**src/rtl/sram_scan_driver.sv**
```systemverilog
// Serial scan driver for an SRAM scan wrapper: pulses the wrapper reset, shifts a
// 64-bit command header, then streams 32-bit write words out or captures read words in.
module sram_scan_driver #(
    parameter int RST_CYCLES = 10,
    parameter int DATA_W     = 32,
    parameter int LEN_W      = 16,
    parameter int RD_LAT     = 0
) (
    input  logic              clk,
    input  logic              rst_n,
    input  logic              cmd_valid,
    output logic              cmd_ready,
    input  logic              cmd_write,
    input  logic [30:0]       cmd_count,
    input  logic [31:0]       cmd_addr,
    input  logic [LEN_W-1:0]  cmd_len,
    input  logic              wr_valid,
    output logic              wr_ready,
    input  logic [DATA_W-1:0] wr_data,
    output logic              rd_valid,
    output logic [DATA_W-1:0] rd_data,
    output logic              scan_rst_n,
    output logic              scan_si,
    input  logic              scan_so,
    output logic              busy,
    output logic              done,
    output logic              err
);

    typedef enum logic [2:0] {
        IDLE, SRST, HDR, WDATA, RWAIT, RDATA, FIN
    } state_t;

    localparam logic [31:0] RST_LAST   = 32'(RST_CYCLES - 1);
    localparam logic [31:0] HDR_LAST   = 32'd63;
    localparam logic [31:0] RWAIT_LAST = 32'((RD_LAT > 0) ? RD_LAT - 1 : 0);

    state_t             state_reg, state_next;
    logic [31:0]        cnt_reg;
    logic [4:0]         bit_reg;
    logic [LEN_W-1:0]   words_reg;
    logic [LEN_W-1:0]   len_reg;
    logic [LEN_W-1:0]   words_inc;
    logic               write_reg;
    logic [63:0]        hdr_reg;
    logic [DATA_W-1:0]  wsr_reg;
    logic [DATA_W-1:0]  rsr_reg;
    logic [DATA_W-1:0]  rd_data_reg;
    logic               rd_valid_reg;
    logic               err_reg;
    logic               armed_reg;
    logic               accept;
    logic               word_end;
    logic               last_word;

    assign accept    = cmd_valid && (state_reg == IDLE);
    assign word_end  = (bit_reg == 5'd31);
    assign words_inc = words_reg + {{(LEN_W-1){1'b0}}, 1'b1};
    assign last_word = (words_inc == len_reg);

    always_ff @(posedge clk or negedge rst_n) begin
        if (!rst_n) begin
            state_reg <= IDLE;
        end else begin
            state_reg <= state_next;
        end
    end

    always_comb begin
        state_next = state_reg;
        case (state_reg)
            IDLE:  if (accept) state_next = SRST;
            SRST:  if (cnt_reg == RST_LAST) state_next = HDR;
            HDR: begin
                if (cnt_reg == HDR_LAST) begin
                    if (len_reg == '0)  state_next = FIN;
                    else if (write_reg) state_next = WDATA;
                    else if (RD_LAT > 0) state_next = RWAIT;
                    else                state_next = RDATA;
                end
            end
            WDATA: if (word_end && last_word) state_next = FIN;
            RWAIT: if (cnt_reg == RWAIT_LAST) state_next = RDATA;
            RDATA: if (word_end && last_word) state_next = FIN;
            FIN:   state_next = IDLE;
            default: state_next = IDLE;
        endcase
    end

    // The first bit of each write word comes straight from wr_data so the word
    // can be consumed in the same cycle wr_ready is offered, leaving no gap.
    always_comb begin
        cmd_ready = rst_n && (state_reg == IDLE);
        wr_ready  = 1'b0;
        busy      = (state_reg != IDLE);
        done      = (state_reg == FIN);
        scan_si   = 1'b0;
        case (state_reg)
            HDR: scan_si = hdr_reg[0];
            WDATA: begin
                if (bit_reg == 5'd0) begin
                    wr_ready = 1'b1;
                    scan_si  = wr_valid & wr_data[0];
                end else begin
                    scan_si = wsr_reg[0];
                end
            end
            default: scan_si = 1'b0;
        endcase
    end

    always_ff @(posedge clk or negedge rst_n) begin
        if (!rst_n) begin
            cnt_reg      <= '0;
            bit_reg      <= '0;
            words_reg    <= '0;
            len_reg      <= '0;
            write_reg    <= 1'b0;
            hdr_reg      <= '0;
            wsr_reg      <= '0;
            rsr_reg      <= '0;
            rd_data_reg  <= '0;
            rd_valid_reg <= 1'b0;
            err_reg      <= 1'b0;
            armed_reg    <= 1'b0;
        end else begin
            rd_valid_reg <= 1'b0;

            if (state_reg == IDLE || state_next != state_reg) begin
                cnt_reg <= '0;
            end else begin
                cnt_reg <= cnt_reg + 32'd1;
            end

            if (state_reg == WDATA || state_reg == RDATA) begin
                bit_reg <= bit_reg + 5'd1;
                if (word_end) begin
                    words_reg <= words_inc;
                end
            end else begin
                bit_reg <= '0;
            end

            if (accept) begin
                len_reg   <= cmd_len;
                write_reg <= cmd_write;
                hdr_reg   <= {cmd_addr, cmd_count, cmd_write};
                words_reg <= '0;
                err_reg   <= 1'b0;
                armed_reg <= 1'b0;
            end

            // Wrapper reset stays released from the end of SRST until the next accept or rst_n.
            if (state_reg == SRST && state_next == HDR) begin
                armed_reg <= 1'b1;
            end

            if (state_reg == HDR) begin
                hdr_reg <= {1'b0, hdr_reg[63:1]};
            end

            if (state_reg == WDATA) begin
                if (bit_reg == 5'd0) begin
                    wsr_reg <= wr_valid ? (wr_data >> 1) : '0;
                    if (!wr_valid) begin
                        err_reg <= 1'b1;
                    end
                end else begin
                    wsr_reg <= wsr_reg >> 1;
                end
            end

            if (state_reg == RDATA) begin
                rsr_reg <= {scan_so, rsr_reg[DATA_W-1:1]};
                if (word_end) begin
                    rd_data_reg  <= {scan_so, rsr_reg[DATA_W-1:1]};
                    rd_valid_reg <= 1'b1;
                end
            end
        end
    end

    assign scan_rst_n = armed_reg;
    assign rd_valid   = rd_valid_reg;
    assign rd_data    = rd_data_reg;
    assign err        = err_reg;

endmodule

```
**config.mk**
```make
export PLATFORM = sky130hd
export DESIGN_NAME = sram_scan_driver
export DESIGN_NICKNAME = d
export VERILOG_FILES = /design/src/rtl/sram_scan_driver.sv
export SDC_FILE = /design/constraint.sdc
export NUM_CORES = 1
export LEC_CHECK = 0
export ABC_AREA = 1
export CORE_ASPECT_RATIO = 1.75
export CORE_MARGIN = 4
export CORE_UTILIZATION = 45
export DETAILED_ROUTE_END_ITERATION = 16
export GPL_TIMING_DRIVEN = 0
export PLACE_DENSITY = 0.8
export SETUP_SLACK_MARGIN = 0.3
export SYNTH_ARGS = -nofsm -noshare
export SYNTH_HDL_FRONTEND = slang
export SYNTH_SLANG_ARGS = --single-unit
```
**constraint.sdc**
```tcl
create_clock -name clk -period 7.28 [get_ports clk]
set_clock_uncertainty 0.2 [all_clocks]
set_input_delay 0.728 -clock clk [delete_from_list [all_inputs] [get_ports clk]]
set_output_delay 0.728 -clock clk [all_outputs]
set_load 0.02 [all_outputs]
```
==> results.txt, run 1 <==
The average instance area after synthesis was 8.55 um2. Counting cells, the worst reg-to-reg path comes to 10. At the pin with the least slew margin, the transition time is 897 ps. The number of flip-flops in the largest register was 64; the number of warnings reported in the yosys synthesis log was 0. The count of buffers inserted at the top-level ports is 155, and the floorplan die width is 127 um.

Entering global routing, the biggest net connects 123 pins. For the placer congestion estimate, the log shows 0.911. For this run, the slowest stage of the critical path takes 620 ps.

Of all flip-flops after synthesis, the portion carrying an async set or reset was 100%. The run gives 0 as the post-CTS repair timing setup buffer count. The largest fanout on the critical path was 10; the placed standard-cell area was 13,200 um2. The kind of start point of the critical path is a register. 157 I/O pins were placed. The floorplan step set the die height to 216 um. Detailed routing inserted a total of 9,628 vias. For the total overflow reported by the global router, the log shows 0. The power per cell area is 187 nW/um2, and the final critical-path required period is 4470 ps. The internal power of the cells totals 2.05 mW.

Across the VDD grid, the largest voltage drop is 0.000206 V. The final cycle utilization of the critical path was 61.5%; the number of antenna violations at the first check in global routing was 1. Average routed wire per standard cell: 15.5 um. In the layout the commonest cells are sky130_fd_sc_hd__nand2_1 (243), sky130_fd_sc_hd__dfrtp_1 (234), sky130_fd_sc_hd__inv_1 (212). In this run switching power makes up 21.0% of total power. The final layout contains 1,613 nets. Across the run, the number of max-cap violations was 0. Of the cells placed in the final design, the portion with a size suffix greater than 1 is 6.32%.

The launch point of the critical path is state_reg[0]. After clock tree synthesis, the repair step resized 0 gates. Hold repair after CTS inserted 0 buffers. The tools report the effective utilization at floorplan as 45.6%. The tools report the CTS sink count as 234. In the synthesized netlist the dominant register cell turns out to be sky130_fd_sc_hd__dfrtp_1. The total standard cell area after synthesis was 11,200 um2.

The run gives 0 as the count of antenna-violating nets left after detailed routing. The first TritonRoute pass finished after 5 iterations. The worst endpoint required time came out at 6350 ps. The tools report the capturing element type of the critical path as an output pin. Measured against its own limit, the worst slew margin works out to 40.2%.

Summing the sequential cell areas from Yosys gives 52.4% of the chip area. The worst path meets setup with 2810 ps of slack. Setup repair after global routing left no endpoint under its margin. In the routed design, unresolved DRC markers number 0. The longest clock path from root to sink contains 3 buffers.

By startpoint and endpoint, the worst setup path is classified as register to output pin. In this run the static leakage power is 6.39 nW. Destination of the worst register-to-register timing path: words_reg[13]. Prior to clock tree synthesis, the placed netlist has a worst setup slack of 3350 ps. The logs give 666 for the DRC violation total after the first TritonRoute iteration and 1,432 for the synthesized netlist net count. The core region is 24,500 um2. Master cell of the clock root buffer: sky130_fd_sc_hd__clkbuf_16. Among all stages on the critical path, the largest delay is contributed by sky130_fd_sc_hd__clkdlybuf4s50_1. By instance count, the cell type seen most on the critical path is sky130_fd_sc_hd__clkbuf_1.

Combinational logic burns 3.7% of the power. After detailed routing, the total wire length is 28,100 um. The net switching component of the power is 0.544 mW, and the final core area utilization is 56.7%.

In this run, flip-flops and latches consume 50.1% of the power. The floorplan has 76 rows. The path class of the tightest hold or removal check is input port to asynchronous set/reset pin. For the level count of the clock H-tree, the log shows 1.

Number of distinct library cell variants in the gate-level netlist after synthesis: 36. The tools report the number of failing hold endpoints at the final stage as 0. For the clock insertion delay at the later pin of the skew report, the log shows 510 ps. Half-perimeter wire length of the detailed placement result: 20,900 um. The share of total power in the clock network came out at 46.2%. Traced cell by cell, the critical path runs through nor3_1 -> clkbuf_1 -> clkbuf_1 -> buf_1 -> nand2_1 -> nand3_1 -> clkdlybuf4s50_1.

The number of synthesized register bits came out at 234. Static timing analysis puts the maximum clock frequency at 0.224 GHz. The clock slew seen by the registers of the worst setup and hold paths is 70 ps. Following the worst setup path forward leads to its endpoint at scan_si. The worst register-to-register path has a setup slack of 4280 ps. TritonCTS built the clock tree. For the final setup violation count, the log shows 0. The via density per instance works out to 5.30. At the worst endpoint, the arrival time is 3550 ps.

The number of buffers inserted during clock tree synthesis is 23, and the count of flip-flops with a built-in enable after synthesis is 0. The run gives 20.5% as the total routing resource utilization after global routing. In this run the critical register-to-register path is launched from state_reg[0]. Synthesis produced a netlist whose cell count is 1,308. Compared with the post-synthesis result, the final layout area differs by 24.4%. The most common cell after layout, fill and taps aside was sky130_fd_sc_hd__nand2_1.

The number of pins exceeding their max-slew limit in the final report was 0; the via count of the first global-routing pass was 9,879. The run finished with clean final reports. The finished layout cell area is 13,900 um2, and the total die area is 27,500 um2.

The run gives 46,700 um as the wire length of the first global-routing pass.
==> final cells by class <==
class                      instances  area [um2]
tap                              312         390
antenna                            1        2.50
fill                            2173       10600
clock inverter                    10         114
clock buffer                      30         642
multi-input combinational        796        4240
timing repair buffer             156        1580
sequential                       234        5860
buffer                            62         268
inverter                         216         811
==> cell usage after synthesis (all sizes together) (22+ instances only) <==
master,instances,area share (%)
a221oi,42,3.3
clkbuf,48,1.6
dfrtp,234,52
inv,215,7.2
nand2,247,8.4
nand3,104,4.9
nand4,24,1.3
nor2,102,4.5
nor3,54,2.5
o21ai,112,5.0
o221ai,30,2.4
xor2,22,1.7
==> cell families (layout without fill, tap and decap cells) <==
family / Yosys count / in the layout / share of synthesized area, %
flip-flops: 234 / 234 / 52.4
other: 0 / 1 / 0
AO/OA/AOI/OAI: 221 / 221 / 12.9
buffers and inverters: 278 / 474 / 9.65
AND/OR/NAND/NOR: 539 / 539 / 22.0
XOR/XNOR: 29 / 29 / 2.27
adder cells (fa/ha/maj): 7 / 7 / 0.784
==> worst min-delay path by stage <==
stage	end	slack, ps	depth (start not counted)
floorplan	bit_reg[0]	230	0
global placement	rd_data[0]	260	2
detailed placement	rsr_reg[29]	270	2
CTS	hdr_reg[60]	130	1
global route	hdr_reg[60]	160	1
finish	hdr_reg[60]	90	1
==> critical path: cells and delay by family, from the launching register on <==
family	cells	cell delay [ps]
buf+inv	4	1870
simple gates	3	720
flops	1	440
==> power by group through the flow <==
stage / combinational (mW) / sequential, mW / clock (mW)
after detailed placement: 0.0982 / 1.32 / 0
final: 0.0967 / 1.30 / 1.20
after floorplan: 0.00316 / 1.33 / 0
after CTS: 0.0988 / 1.30 / 1.22
after global placement: 0.0963 / 1.33 / 0
after global routing: 0.106 / 1.30 / 1.28
==> metal layers <==
metal	track usage, %	wire length [um]	vias to the layer above
li1	-	-	4698
met1	23.4	10600	4604
met2	36.8	14900	247
met3	2.56	1190	79
met4	10.8	1430	0
met5	0	0	-
==> metrics by stage <==
stage	instances	hold slack (ps)	power [mW]	TNS, ps
3_5_place_dp	1776	274	1.42	0
2_1_floorplan	1308	232	1.33	0
3_3_place_gp	1775	262	1.42	-1030550
6_report	1817	85.0	2.60	0
4_1_cts	1816	126	2.62	0
5_1_grt	1817	163	2.68	0
Power figures use the tool's default switching activity.
==> run 2, diff against run 1 <==
Settings changed: PLACE_DENSITY 0.8 to 0.82.
Clock period 7.28 ns to 3.8 ns, I/O delays scaled along.
==> run 2 against run 1 <==
Clock power rose by 83%. Design area barely moved. Hold slack worse by 18 ps. Critical endpoint is now wr_ready. Largest cell class unchanged. Largest power group unchanged.
==> results.txt, run 2 (synthesis results as in run 1) <==
The flow ran to the end, and the final reports show no timing, DRC or antenna violations. The run gives 3220 ps (was 6350 ps) as the worst endpoint required time. Commonest cells after routing, fill and taps aside: sky130_fd_sc_hd__nand2_1 (243), sky130_fd_sc_hd__dfrtp_1 (234), sky130_fd_sc_hd__inv_1 (212) (unchanged). Setup repair after global routing left no endpoint under its margin. The tools report the detailed-route via count as 9,677 (was 9,628). The tools report the headroom to the max-slew limit as 39.1% (was 40.2%). The most common cell after layout, fill and taps aside is sky130_fd_sc_hd__nand2_1 (unchanged). The tools report the number of max-capacitance violations reported as 0 (unchanged). The library cell appearing most often on the critical path is sky130_fd_sc_hd__inv_1 (was sky130_fd_sc_hd__clkbuf_1). The clock slew seen by the registers of the worst setup and hold paths was 60 ps (was 70 ps). The worst setup timing slack at the placement stage is 204 ps (was 3350 ps), and the average routed wire per standard cell is 15.4 um (was 15.5 um). The kind of start point of the critical path is a register (unchanged). The cell with the biggest individual delay on the critical path was sky130_fd_sc_hd__clkdlybuf4s50_1 (unchanged).

The tools report the wire length after detailed routing as 28,000 um (was 28,100 um). The run gives 1 (unchanged) as the level count of the clock H-tree. In this run the most critical hold path is launched from wr_valid. The source of the worst register-to-register timing path was state_reg[0] (unchanged). Critical path data arrival time: 2600 ps (was 3550 ps). The count of buffers inserted at the top-level ports was 155 (unchanged); the half-perimeter wire length of the detailed placement result was 20,900 um (about the same).

The launch point of the critical path was bit_reg[0] (was state_reg[0]). The synthesis-to-finish area growth works out to 24.6% (was 24.4%). The tools report the effective utilization at floorplan as 45.6% (unchanged). Number of failing hold endpoints at the final stage: 0 (unchanged).

The tools report the capturing element type of the critical path as an output pin (unchanged). The run gives 24,500 um2 (unchanged) as the core footprint. The highest metal layer with signal wires was met4 (unchanged). For the total routing resource utilization after global routing, the log shows 20.3% (was 20.5%). The number of pins exceeding their max-slew limit in the final report was 0 (unchanged); the proportion of layout cells with a drive suffix above 1 was 6.53% (was 6.32%). The classification of the worst-slack hold path is input port to register (was input port to asynchronous set/reset pin). The power per cell area is 350 nW/um2 (was 187 nW/um2), and the standard-cell row count is 76 (unchanged). Total overflow reported by the global router: 0 (unchanged). The run gives 46,200 um (was 46,700 um) as the wire length of the first global-routing pass.

The placer congestion estimate is 0.949 (was 0.911). The delay of the slowest critical-path stage is 640 ps (was 620 ps). The final cell count without fillers is 1,815 (was 1,817). For the overall power after layout, the log shows 4.88 mW (was 2.60 mW). The master cell of the clock root buffer was sky130_fd_sc_hd__clkbuf_16 (unchanged). In the finished design, the share of the clock period the worst path needs comes to 83.7%.

The detailed-routed wire length on met2 came out at 15,000 um (was 14,900 um). For the worst slack on hold paths, the log shows 66.6 ps (was 85.0 ps). The post-route worst setup slack is 619 ps (was 2810 ps). Cells along the critical path: inv_1 -> ha_1 -> inv_1 -> nor4_1 -> inv_1 -> nor2_4 -> clkbuf_2 -> clkdlybuf4s50_1 (was nor3_1 -> clkbuf_1 -> clkbuf_1 -> buf_1 -> nand2_1 -> nand3_1 -> clkdlybuf4s50_1). The number of antenna violations at the first check in global routing is 0 (was 1), and the length of routed met3 wiring is 1250 um (was 1190 um). The total die area is 27,500 um2 (unchanged), and the post-route met1 wirelength is 10,400 um (was 10,600 um).

The final critical-path required period is 3180 ps. Total instance count after detailed placement: 1,776 (unchanged). The number of flip-flops in the largest register was 64 (unchanged); the total negative slack was 0 ps (unchanged). The number of iterations in the first detailed-routing pass was 4 (was 5). The tools report the DRC violation count after routing as 0 (unchanged). The largest buffer count on any clock path is 3 (unchanged), and the count of antenna-violating nets left after detailed routing is 0 (unchanged). The via count of the first global-routing pass is 9,910 (was 9,879), and the number of buffers inserted during clock tree synthesis is 22 (was 23). For the peak supply drop, the log shows 0.000367 V (was 0.000206 V). The slew at the pin closest to its max-slew limit is 913 ps (was 897 ps), and the vertical die dimension is 216 um (unchanged). TritonCTS built the clock tree. The upper clock frequency limit is 0.314 GHz, and the net count of the finished layout is 1,615 (was 1,613).

The DRC violation total after the first TritonRoute iteration came out at 558 (was 666). The largest net degree at the start of global routing came out at 121 (was 123). The leakage component of the power is 6.39 nW (about the same), and the floorplan die width is 127 um (unchanged). Final setup violation count: 0 (unchanged). The tools report the boundary pin count as 157 (unchanged). The tools report the CTS sink count as 234 (unchanged). The critical setup path kind is register to output pin (unchanged).

The via density per instance was 5.33 (was 5.30). The tools report the clock insertion delay at the later pin of the skew report as 520 ps (was 510 ps). Largest fanout on the critical path: 10 (unchanged).
## run 2: changes by cell type in the layout (fill, tap and decap cells not counted), moves of 2 or more
cell,previous run,this run
sky130_fd_sc_hd__clkbuf_2,0,2
sky130_fd_sc_hd__clkinv_2,4,2
sky130_fd_sc_hd__buf_4,3,6
sky130_fd_sc_hd__clkbuf_1,51,47
## run 2: report_power, final
part	internal, mW	switching [mW]	total (mW)	leakage (nW)
clock	1.29	0.911	2.20	0.344
combinational	0.109	0.0775	0.187	3.28
sequential	2.49	0.000289	2.49	2.77
## run 2: timing repair
action / CTS / global route
hold buffers: 1 / 0
setup buffers: 0 / 2
setup endpoints to repair: 2 / 1
gates cloned: 0 / 0
hold endpoints to repair: 118 / 0
pin swaps: 0 / 1
gates resized for setup: 9 / 2
## run 2: worst paths after layout
| check | to | slack [ps] | cells after the start |
|---|---|---|---|
| worst min-delay path | err | 70 | 2 |
| min in group asynchronous | hdr_reg[9] | 350 | 2 |
| worst max register to register | words_reg[15] | 820 | 10 |
| max in group asynchronous | rsr_reg[20] | 1950 | 3 |
| worst min register to register | rsr_reg[29] | 280 | 2 |
| worst max-delay path | wr_ready | 620 | 8 |
## run 2: layout make-up
cell class / instances / area [um2]
buffer: 62 / 278
clock inverter: 6 / 85.1
antenna: 2 / 5.00
sequential: 234 / 5860
fill: 2143 / 10600
clock buffer: 28 / 624
inverter: 216 / 811
tap: 312 / 390
multi-input combinational: 796 / 4260
timing repair buffer: 159 / 1610
## run 2: worst max-delay path, delay by kind of cell (launching register included)
kind	cells	cell delay (ps)
buffers and inverters	5	1140
flip-flops	1	400
AND/OR/NAND/NOR	2	400
adder cells (fa/ha/maj)	1	140
## run 2: stage by stage
step	instance area, um2	utilization [%]
floorplan	11200	-
global placement	13100	53.5
detailed placement	13200	53.6
CTS	13900	56.6
global route	13900	56.7
finish	13900	56.7
## run 2: routing by layer
| metal | up-vias | GRT usage [%] |
|---|---|---|
| li1 | 4694 | - |
| met1 | 4640 | 22.4 |
| met2 | 257 | 37.4 |
| met3 | 86 | 2.79 |
| met4 | 0 | 10.3 |
| met5 | - | 0 |
==> run 3, diff against run 2 <==
Settings changed: PLACE_DENSITY 0.82 to 0.8.
Clock period 3.8 ns to 3.3 ns, I/O delays scaled along.
==> run 3 against run 2 <==
Core utilization up 0.47 points. Combinational power increased by 16%. Register-to-register slack lost 460 ps. Hold slack improved by 120 ps. Design area up 0.84%. Sequential share of layout area shrank 0.35 points. Global-route usage is 0.29 points higher. Critical endpoint is now scan_si. Largest cell class unchanged. Largest power group unchanged. Highest routed layer unchanged.
==> results.txt, run 3 (synthesis results as in run 1) <==
The delay of the slowest critical-path stage was 420 ps (was 640 ps). The peak supply drop came out at 0.000456 V (was 0.000367 V). The run gives 186 ps (was 66.6 ps) as the worst slack on hold paths. The boundary pin count was 157 (unchanged). The logs give 13,200 um2 (unchanged) for the placed standard-cell area and 0.911 (was 0.949) for the placer congestion estimate.

The cell with the biggest individual delay on the critical path was sky130_fd_sc_hd__dfrtp_1 (was sky130_fd_sc_hd__clkdlybuf4s50_1). The classification of the worst-slack hold path is input port to asynchronous set/reset pin (was input port to register). The standard-cell row count was 76 (unchanged); the count of antenna-violating nets left after detailed routing was 0 (unchanged).

The tools report the master cell of the clock root buffer as sky130_fd_sc_hd__clkbuf_16 (unchanged). The floorplan die width came out at 127 um (unchanged). The launch point of the critical path is bit_reg[0] (unchanged).

Commonest cells after routing, fill and taps aside: sky130_fd_sc_hd__nand2_1 (243), sky130_fd_sc_hd__dfrtp_1 (234), sky130_fd_sc_hd__inv_1 (210) (was sky130_fd_sc_hd__nand2_1 (243), sky130_fd_sc_hd__dfrtp_1 (234), sky130_fd_sc_hd__inv_1 (212)). The busiest layer in global routing is met2 (unchanged). The run gives 46,900 um (was 46,200 um) as the wire length of the first global-routing pass.

The capturing element type of the critical path is an output pin (unchanged). Cells along the critical path: inv_1 -> ha_1 -> inv_1 -> nor4_4 -> inv_2 -> nor2_4 -> clkbuf_2 -> nand3_1 -> nand3_1 -> dlygate4sd2_1 (was inv_1 -> ha_1 -> inv_1 -> nor4_1 -> inv_1 -> nor2_4 -> clkbuf_2 -> clkdlybuf4s50_1). The logs give 45.6% (unchanged) for the effective utilization at floorplan and 0 (unchanged) for the number of failing hold endpoints at the final stage.

The tools report the number of buffers inserted during clock tree synthesis as 23 (was 22). The source of the worst register-to-register timing path is words_reg[1] (was state_reg[0]). The headroom to the max-slew limit came out at 52.9% (was 39.1%). The power per cell area is 408 nW/um2 (was 350 nW/um2), and the worst endpoint required time is 2770 ps (was 3220 ps). The detailed-route via count was 9,711 (was 9,677).

The number of flip-flops in the largest register came out at 64 (unchanged). The count of buffers inserted at the top-level ports came out at 155 (unchanged). For the largest buffer count on any clock path, the log shows 3 (unchanged). The critical setup path kind was register to output pin (unchanged). The DRC violation count after routing is 0 (unchanged), and the proportion of layout cells with a drive suffix above 1 is 7.42% (was 6.53%). The vertical die dimension was 216 um (unchanged).

The number of antenna violations at the first check in global routing is 1 (was 0), and the via density per instance is 5.33 (about the same). The tools report the total die area as 27,500 um2 (unchanged). The average routed wire per standard cell was 15.6 um (was 15.4 um); the total negative slack was 0 ps (unchanged). The tools report the kind of start point of the critical path as a register (unchanged). The met1 track demand over resource was 23.6% (was 22.4%); the number of max-capacitance violations reported was 0 (unchanged).

The total routing resource utilization after global routing is 20.6% (was 20.3%), and the number of pins exceeding their max-slew limit in the final report is 0 (unchanged). Clock slew seen by the registers of the worst setup and hold paths: 70 ps (was 60 ps). The final cycle utilization of the critical path was 92.3%; the slew at the pin closest to its max-slew limit was 703 ps (was 913 ps). Wire length after detailed routing: 28,400 um (was 28,000 um). The most common cell after layout, fill and taps aside was sky130_fd_sc_hd__nand2_1 (unchanged). The run finished with clean final reports. The via count of the first global-routing pass is 9,884 (was 9,910). Capturing instance or port of the critical path: scan_si (was wr_ready).

The level count of the clock H-tree is 1 (unchanged). The tools report the CTS sink count as 234 (unchanged). The depth of the worst register-to-register path was 20 (was 10). For the half-perimeter wire length of the detailed placement result, the log shows 20,900 um (about the same).

The largest fanout on the critical path is 10 (unchanged). Derived from the worst setup path, the maximum achievable clock frequency is 0.328 GHz. Synthesis-to-finish area growth: 25.6% (was 24.6%).

For the finished layout, the period the worst path requires is 3050 ps. The logs give 123 (was 121) for the largest net degree at the start of global routing and 1,619 (was 1,615) for the net count of the finished layout. The run gives 2520 ps (was 2600 ps) as the critical path data arrival time. The destination of the worst register-to-register timing path was cnt_reg[30] (was words_reg[15]). The flop-to-flop setup slack came out at 360 ps (was 820 ps). TritonCTS built the clock tree.

The tools report the number of iterations in the first detailed-routing pass as 5 (was 4). The leakage component of the power came out at 6.44 nW (was 6.39 nW). Setup repair after global routing could not meet its margin everywhere. The run gives 24,500 um2 (unchanged) as the core footprint. The total overflow reported by the global router is 0 (unchanged).

For the finished layout cell area, the log shows 14,000 um2 (was 13,900 um2). DRC violation total after the first TritonRoute iteration: 657 (was 558). The global-route track usage on met3 was 2.64% (was 2.79%); the final setup violation count was 0 (unchanged).

The filler cell count in the final layout is 2,151 (was 2,143), and the met2 usage in global routing is 37.1% (was 37.4%). For the clock insertion delay at the later pin of the skew report, the log shows 510 ps (was 520 ps).
[run 3: metal layers]
metal | vias to the layer above | part of all wire [%]
li1 | 4714 | -
met1 | 4653 | 37
met2 | 258 | 53
met3 | 86 | 4.3
met4 | 0 | 5.2
met5 | - | 0
[run 3: what timing repair did]
action,in CTS,in global routing
endpoints found under the setup margin,2,45
buffers inserted,0,3
hold endpoints to repair,113,0
pin swaps,0,2
resized for setup,13,14
cloned,0,1
hold buffers,2,0
[run 3: report_power, final]
part | total (mW) | leakage, nW | internal, mW | switching, mW
logic | 0.216 | 3.31 | 0.127 | 0.0890
clock network | 2.64 | 0.366 | 1.53 | 1.11
registers | 2.87 | 2.77 | 2.87 | 0.000327
total | 5.73 | 6.44 | 4.53 | 1.20
[run 3: metrics by stage]
stage	worst slack (ps)	utilization (%)	power, mW	instances
global placement	-8010	53.5	3.14	1775
detailed placement	-237	53.6	3.14	1776
CTS	118	56.9	5.79	1818
global route	103	57.2	5.92	1823
floorplan	910	-	2.93	1308
finish	253	57.2	5.73	1823
[run 3: worst min-delay path by stage]
stage,from,endpoint,cells after the start
finish,rst_n,hdr_reg[60],2
global route,cmd_len[2],len_reg[2],3
CTS,cmd_len[2],len_reg[2],3
detailed placement,rsr_reg[29],rsr_reg[29],2
global placement,rsr_reg[1],rd_data[0],2
floorplan,rst_n,bit_reg[0],0
[run 3: final cells by class]
type                            instances  area, um2  area share, %
Sequential cell                       234       5860           41.7
Multi-Input combinational cell        797       4300           30.6
Timing Repair Buffer                  161       1630           11.6
Inverter                              216        811           5.78
Clock buffer                           30        642           4.57
Tap cell                              312        390           2.78
Buffer                                 62        293           2.09
Clock inverter                         10        114          0.811
Antenna cell                            1       2.50         0.0178
[run 3: critical path, delay by kind of cell, from the launching register on]
family,cells,cell delay (ps)
adder cells (fa/ha/maj),1,150
AND/OR/NAND/NOR,4,610
flip-flops,1,420
buffers and inverters,5,830
